## config.mk

```make
export PLATFORM = sky130hd
export DESIGN_NAME = spi_master_multi
export DESIGN_NICKNAME = d
export VERILOG_FILES = /design/src/rtl/spi_master_multi_pkg.sv /design/src/rtl/spi_master_multi_sclk_div.sv /design/src/rtl/spi_master_multi.sv
export SDC_FILE = /design/constraint.sdc
export NUM_CORES = 1
export LEC_CHECK = 0
export BUFFER_PORTS_ARGS = -buffer_cell sky130_fd_sc_hd__buf_2
export CORE_UTILIZATION = 50
export CTS_CLUSTER_SIZE = 24
export DETAILED_ROUTE_END_ITERATION = 8
export PLACE_DENSITY = 0.69
export REMOVE_ABC_BUFFERS = 1
export SLEW_MARGIN = 10
export SYNTH_ARGS = -nofsm -noshare
export SYNTH_HDL_FRONTEND = slang
export SYNTH_SLANG_ARGS = --single-unit
```

## constraint.sdc

```tcl
create_clock -name clk -period 2.2 [get_ports clk]
set_input_delay 0.11 -clock clk [delete_from_list [all_inputs] [get_ports clk]]
set_output_delay 0.11 -clock clk [all_outputs]
set_load 0.01 [all_outputs]
```

## src/rtl/spi_master_multi_pkg.sv

```systemverilog
// Shared types for the multi-slave SPI master.
//   spi_state_t : transfer sequencer states
//   spi_mode_t  : per-transfer clock polarity/phase, latched on start
package spi_master_multi_pkg;

  typedef enum logic [2:0] {
    StIdle,
    StSetup,
    StShift,
    StHold,
    StDone
  } spi_state_t;

  typedef struct packed {
    logic cpol;
    logic cpha;
  } spi_mode_t;

  localparam spi_mode_t Mode0 = '{cpol: 1'b0, cpha: 1'b0};
  localparam spi_mode_t Mode1 = '{cpol: 1'b0, cpha: 1'b1};
  localparam spi_mode_t Mode2 = '{cpol: 1'b1, cpha: 1'b0};
  localparam spi_mode_t Mode3 = '{cpol: 1'b1, cpha: 1'b1};

endpackage

```

## src/rtl/spi_master_multi_sclk_div.sv

```systemverilog
// SCLK half-period tick generator.
//   clk_i, rst_ni : clock, async active-low reset
//   en_i          : count while high; held at zero otherwise
//   tick_o        : high on the last clk cycle of each ClkDiv-cycle half-period
module spi_master_multi_sclk_div #(
  parameter int unsigned ClkDiv = 4
) (
  input  logic clk_i,
  input  logic rst_ni,
  input  logic en_i,
  output logic tick_o
);

  localparam int unsigned CntW = (ClkDiv > 1) ? $clog2(ClkDiv) : 1;

  logic [CntW-1:0] cnt_q, cnt_d;

  assign tick_o = en_i && (cnt_q == CntW'(ClkDiv - 1));

  always_comb begin
    cnt_d = cnt_q + 1'b1;
    if (!en_i || tick_o) begin
      cnt_d = '0;
    end
  end

  always_ff @(posedge clk_i or negedge rst_ni) begin
    if (!rst_ni) begin
      cnt_q <= '0;
    end else begin
      cnt_q <= cnt_d;
    end
  end

endmodule

```

## src/rtl/spi_master_multi.sv

```systemverilog
// SPI master with configurable word width, SCLK divider, per-transfer CPOL/CPHA and
// NUM_SS active-low slave selects. MSB first.
//   clk, rst           : clock, async active-low reset
//   start, tx_data,
//   ss_sel, cpol, cpha : transfer request and its parameters, latched when accepted
//   tx_ready, busy     : idle / transfer in progress (busy includes the done cycle)
//   done, rx_data      : one-cycle completion pulse and received word
//   SCLK, MOSI, MISO,
//   SS_n               : SPI bus
module spi_master_multi
  import spi_master_multi_pkg::*;
#(
  parameter int unsigned DATA_W  = 8,
  parameter int unsigned NUM_SS  = 4,
  parameter int unsigned CLK_DIV = 4,
  localparam int unsigned SelW   = (NUM_SS > 1) ? $clog2(NUM_SS) : 1
) (
  input  logic              clk,
  input  logic              rst,
  input  logic              start,
  input  logic [DATA_W-1:0] tx_data,
  input  logic [SelW-1:0]   ss_sel,
  input  logic              cpol,
  input  logic              cpha,
  output logic              tx_ready,
  output logic              busy,
  output logic              done,
  output logic [DATA_W-1:0] rx_data,
  output logic              SCLK,
  output logic              MOSI,
  input  logic              MISO,
  output logic [NUM_SS-1:0] SS_n
);

  localparam int unsigned BitW = $clog2(DATA_W + 1);

  spi_state_t        state_q, state_d;
  spi_mode_t         mode_q, mode_d;
  logic [DATA_W-1:0] tx_q, tx_d;
  logic [DATA_W-1:0] rx_q, rx_d;
  logic [DATA_W-1:0] rx_data_q, rx_data_d;
  logic [BitW-1:0]   bit_q, bit_d;
  logic              lead_q, lead_d;  // most recent SCLK toggle was a leading edge
  logic              sclk_q, sclk_d;
  logic              mosi_q, mosi_d;
  logic [NUM_SS-1:0] ss_n_q, ss_n_d;
  logic              done_q, done_d;

  logic tick;
  logic div_en;
  logic sel_ok;
  logic edge_lead, edge_trail;
  logic do_sample, do_drive;

  assign div_en = (state_q == StSetup) || (state_q == StShift) || (state_q == StHold);
  assign sel_ok = (32'(ss_sel) < NUM_SS);

  spi_master_multi_sclk_div #(
    .ClkDiv(CLK_DIV)
  ) u_sclk_div (
    .clk_i (clk),
    .rst_ni(rst),
    .en_i  (div_en),
    .tick_o(tick)
  );

  always_comb begin
    state_d    = state_q;
    mode_d     = mode_q;
    tx_d       = tx_q;
    rx_d       = rx_q;
    rx_data_d  = rx_data_q;
    bit_d      = bit_q;
    lead_d     = lead_q;
    sclk_d     = sclk_q;
    mosi_d     = mosi_q;
    ss_n_d     = ss_n_q;
    done_d     = 1'b0;
    edge_lead  = 1'b0;
    edge_trail = 1'b0;

    unique case (state_q)
      StIdle: begin
        sclk_d = cpol;
        if (start && sel_ok) begin
          state_d = StSetup;
          mode_d  = '{cpol: cpol, cpha: cpha};
          bit_d   = '0;
          lead_d  = 1'b0;
          for (int unsigned i = 0; i < NUM_SS; i++) begin
            ss_n_d[i] = (32'(ss_sel) != i);
          end
          if (!cpha) begin
            // First bit must be on the wire before the first (sampling) edge.
            mosi_d = tx_data[DATA_W-1];
            tx_d   = {tx_data[DATA_W-2:0], 1'b0};
          end else begin
            tx_d   = tx_data;
          end
        end
      end
      StSetup: begin
        if (tick) begin
          state_d   = StShift;
          edge_lead = 1'b1;
        end
      end
      StShift: begin
        if (tick) begin
          if (lead_q) begin
            edge_trail = 1'b1;
          end else if (bit_q == BitW'(DATA_W)) begin
            state_d = StHold;
          end else begin
            edge_lead = 1'b1;
          end
        end
      end
      StHold: begin
        sclk_d = mode_q.cpol;
        if (tick) begin
          state_d   = StDone;
          ss_n_d    = '1;
          done_d    = 1'b1;
          rx_data_d = rx_q;
        end
      end
      StDone: begin
        sclk_d  = mode_q.cpol;
        state_d = StIdle;
      end
      default: begin
        state_d = StIdle;
      end
    endcase

    if (edge_lead || edge_trail) begin
      sclk_d = ~sclk_q;
      lead_d = edge_lead;
    end
    if (edge_trail) begin
      bit_d = bit_q + 1'b1;
    end

    do_sample = mode_q.cpha ? edge_trail : edge_lead;
    // With cpha=0 the final trailing edge has no next bit to present.
    do_drive  = mode_q.cpha ? edge_lead : (edge_trail && (bit_q != BitW'(DATA_W - 1)));

    if (do_sample) begin
      rx_d = {rx_q[DATA_W-2:0], MISO};
    end
    if (do_drive) begin
      mosi_d = tx_q[DATA_W-1];
      tx_d   = {tx_q[DATA_W-2:0], 1'b0};
    end
  end

  always_ff @(posedge clk or negedge rst) begin
    if (!rst) begin
      state_q   <= StIdle;
      mode_q    <= Mode0;
      tx_q      <= '0;
      rx_q      <= '0;
      rx_data_q <= '0;
      bit_q     <= '0;
      lead_q    <= 1'b0;
      sclk_q    <= 1'b0;
      mosi_q    <= 1'b0;
      ss_n_q    <= '1;
      done_q    <= 1'b0;
    end else begin
      state_q   <= state_d;
      mode_q    <= mode_d;
      tx_q      <= tx_d;
      rx_q      <= rx_d;
      rx_data_q <= rx_data_d;
      bit_q     <= bit_d;
      lead_q    <= lead_d;
      sclk_q    <= sclk_d;
      mosi_q    <= mosi_d;
      ss_n_q    <= ss_n_d;
      done_q    <= done_d;
    end
  end

  assign tx_ready = (state_q == StIdle);
  assign busy     = ~tx_ready;
  assign done     = done_q;
  assign rx_data  = rx_data_q;
  assign SCLK     = sclk_q;
  assign MOSI     = mosi_q;
  assign SS_n     = ss_n_q;

endmodule

```

==> impl_metrics.csv <==
group,metric,value,unit
outcome,outcome,"complete, no violations",
route,via_per_inst,5.52,
cells_and_area,layout.nets,248,
route,route.detailed.wl_per_inst,14.1,um
sta,fin_crit,1.97,ns
sta,tightest_slew,0.925,ns
sta,hold_violations,0,
sta,period_share,89.6,%
global_route,grt_pass1_wl,6560,um
sta,setup_viol,0,
yosys,ys_warn_count,0,
cells_and_area,final_common_cell,"dfrtp_1",
clocking,cts_resized,0,
yosys,synth_cell_types,40,
placed_design,gp_congestion,0.786,
floorplan,ios,33,
power,p_leak,1.17,nW
global_route,overflow,0,
setup_path,cp_top_family,"compound AO/OA/AOI/OAI gates",
global_route,grt_usage,19.8,%
setup_path,critPathKind,"reg2reg",
route,firstDrtPassIters,4,
clocking,cts_made_buffers,5,
sta,slew_headroom,38.4,%
route,drc_errors,0,
cells_and_area,fin_util,61.5,%
floorplan,coreArea,0.00400,mm2
route,num_vias,1546,
power,comb_power_share,34.8,%
setup_path,crit_chain,"inv_1 -> ha_1 -> and3b_1 -> o31ai_4 -> a32oi_2 -> mux2_2",
power,design_power_total,2.96,mW
cells_and_area,nFillCells,330,
cells_and_area,area_delta_synth_final,17.8,%
placed_design,dpl_cell_area,0.00231,mm2
setup_path,crit_buf_inv,1,
placed_design,hpwlAfterDp,2900,um
sta,slew_violations,0,
global_route,grt_max_degree,44,
cells_and_area,final_cell_mix,"39 x dfrtp_1, 32 x buf_2, 29 x nand2_1",
clocking,cts.sinks,43,
cells_and_area,antenna_cells,0,
yosys,ys_seq_area_share,51.7,%
min_path,hp-class,"in2reg",
global_route,antenna_found_initial,0,
route,wl,3950,um
floorplan,dieArea,0.00444,mm2
global_route,grt_pass1_vias,1478,
setup_path,crit_required,2.37,ns
power,ir_drop,660,uV
sta,tns,0,ns
clocking,clockRootBuffer,"clkbuf_8",
power,internal_power,2.00,mW
power,seqPwrFrac,41.2,%
setup_path,critPathMaxStageDelay,0.51,ns
power,p_switching,0.955,mW
setup_path,arrival,2.14,ns
route,drtIter0Drc,63,
sta,finalClockSkew,0.00482,ns
yosys,ys_ff_latch,43,
yosys,syn_inst,191,
yosys,syn_area,0.00209,mm2
floorplan,dieHeight,66.6,um
floorplan,num_rows,23,
floorplan,floorplan.initialDensity,52.2,%
clocking,clk_path_buf_depth,2,
setup_path,worst_setup_path_end_kind,"flop",
power,switching_share,32.3,%
run,maxCapViolations,0,
floorplan,dieWidth,66.6,um
sta,rsz0062_at_grt,"false",
placed_design,portBuffers,32,
clocking,clk_latency,0.29,ns
clocking,clkSlewWorstSetupHoldPaths,0.08,ns
sta,fmax,507,MHz
clocking,htreeDepth,2,
setup_path,start_kind,"flop",
setup_path,crit_slowest_cell,"a32oi_2",
sta,whs,0.0124,ns
power,clkPwrFrac,24.0,%
route,final_antenna_net_count,0,
yosys,syn_area_per_cell,10.9,um2
cells_and_area,final_area,0.00246,mm2
cells_and_area,drive_above_1_share,32.2,%
setup_path,critical_path.max_fanout,9,
clocking,cts_tree,"built",
power,power_density,1200,mW/mm2
==> repair_timing <==
item                                   in CTS  in global routing
setup buffers                               0                  0
endpoints found under the hold margin      40                  0
hold buffers                                2                  0
==> metal layers <==
metal,vias up,global-route usage (%),part of all wire (%)
li1,752,-,-
met1,752,24.5,43
met2,40,33.2,52
met3,2,5.14,4.1
met4,0,6.65,0.48
met5,-,0,0
==> through the flow <==
stage	worst slack, ns	cells
detailed placement	0.237	270
floorplan	-0.0120	183
global placement	0.294	270
CTS	0.230	280
global route	0.126	280
finish	0.228	280
==> worst paths after layout <==
path	startpoint	endpoint	slack [ns]	cells past startpoint
worst max-delay path	bit_q[0]$_DFFE_PN0P_	tx_q[4]$_DFFE_PN0P_	0.23	6
worst min-delay path	ss_sel[0]	SS_n[3]$_DFFE_PN1P_	0.01	2
worst max register to register	bit_q[0]$_DFFE_PN0P_	tx_q[4]$_DFFE_PN0P_	0.23	6
worst min register to register	u_sclk_div.cnt_q[0]$_DFF_PN0_	u_sclk_div.cnt_q[0]$_DFF_PN0_	0.46	1
max in group asynchronous	rst	tx_q[3]$_DFFE_PN0P_	1.13	2
min in group asynchronous	rst	mode_q[1]$_DFFE_PN0P_	0.50	2
==> logic make-up after synthesis <==
group	Yosys count	synth area share, %
XOR/XNOR	3	1.26
flip-flops	43	51.7
AO/OA/AOI/OAI	31	11.2
multiplexers	28	14.6
buffers and inverters	18	3.77
AND/OR/NAND/NOR	65	15.6
adder cells (fa/ha/maj)	3	1.80
==> layout make-up <==
class / instances / area (um2) / area share, %
Inverter: 10 / 37.5 / 1.53
Tap cell: 50 / 62.6 / 2.54
Timing Repair Buffer: 39 / 218 / 8.85
Sequential cell: 43 / 1080 / 43.9
Clock inverter: 2 / 60.1 / 2.44
Multi-Input combinational cell: 130 / 930 / 37.8
Clock buffer: 6 / 72.6 / 2.95
==> worst register-to-register path, cell delays in order (launching register included) <==
cell	delay [ns]
dfrtp_1	0.42
inv_1	0.08
ha_1	0.14
and3b_1	0.21
o31ai_4	0.09
a32oi_2	0.51
mux2_2	0.41
==> power groups by stage <==
stage                     combinational (mW)  clock [mW]  sequential [mW]
after floorplan                        0.660           0             1.27
after global placement                 0.984           0             1.22
after detailed placement                1.03           0             1.23
after CTS                               1.04       0.728             1.22
after global routing                    1.16       0.756             1.26
final                                   1.03       0.710             1.22
==> Yosys cell counts, drive strengths merged <==
cell type	number	area, um2
and3b	1	8.76
o21bai	1	7.51
o31ai	1	21.3
clkbuf	4	15.0
or3	2	12.5
nand2	29	109
nand2b	5	31.3
nor4bb	1	10.0
inv	10	37.5
nor2	11	43.8
ha	3	37.5
nor2b	1	6.26
nor3	7	35.0
a221oi	1	8.76
o21ai	3	15.0
xnor2	3	26.3
o32ai	1	8.76
mux2i	8	80.1
dfrtp	39	976
nor4b	2	32.5
a22oi	2	20.0
a31oi	5	31.3
or3b	1	11.3
nor4	1	6.26
dfstp	4	105
a21oi	9	45.0
mux2	20	225
a32oi	2	25.0
a21boi	1	7.51
buf	4	26.3
o211ai	1	7.51
o21ba	1	10.0
nand3	4	20.0
a22o	3	26.3
==> state kept, by name, indices dropped and copies added, names as in the netlist <==
signal            cells
u_sclk_div.cnt_q      2
MOSI                  1
SS_n                  4
rx_data               8
tx_q                  8
rx_q                  8
lead_q                1
state_q               3
SCLK                  1
bit_q                 4
done                  1
mode_q                2
No activity file was read; power rests on OpenSTA's default activity.
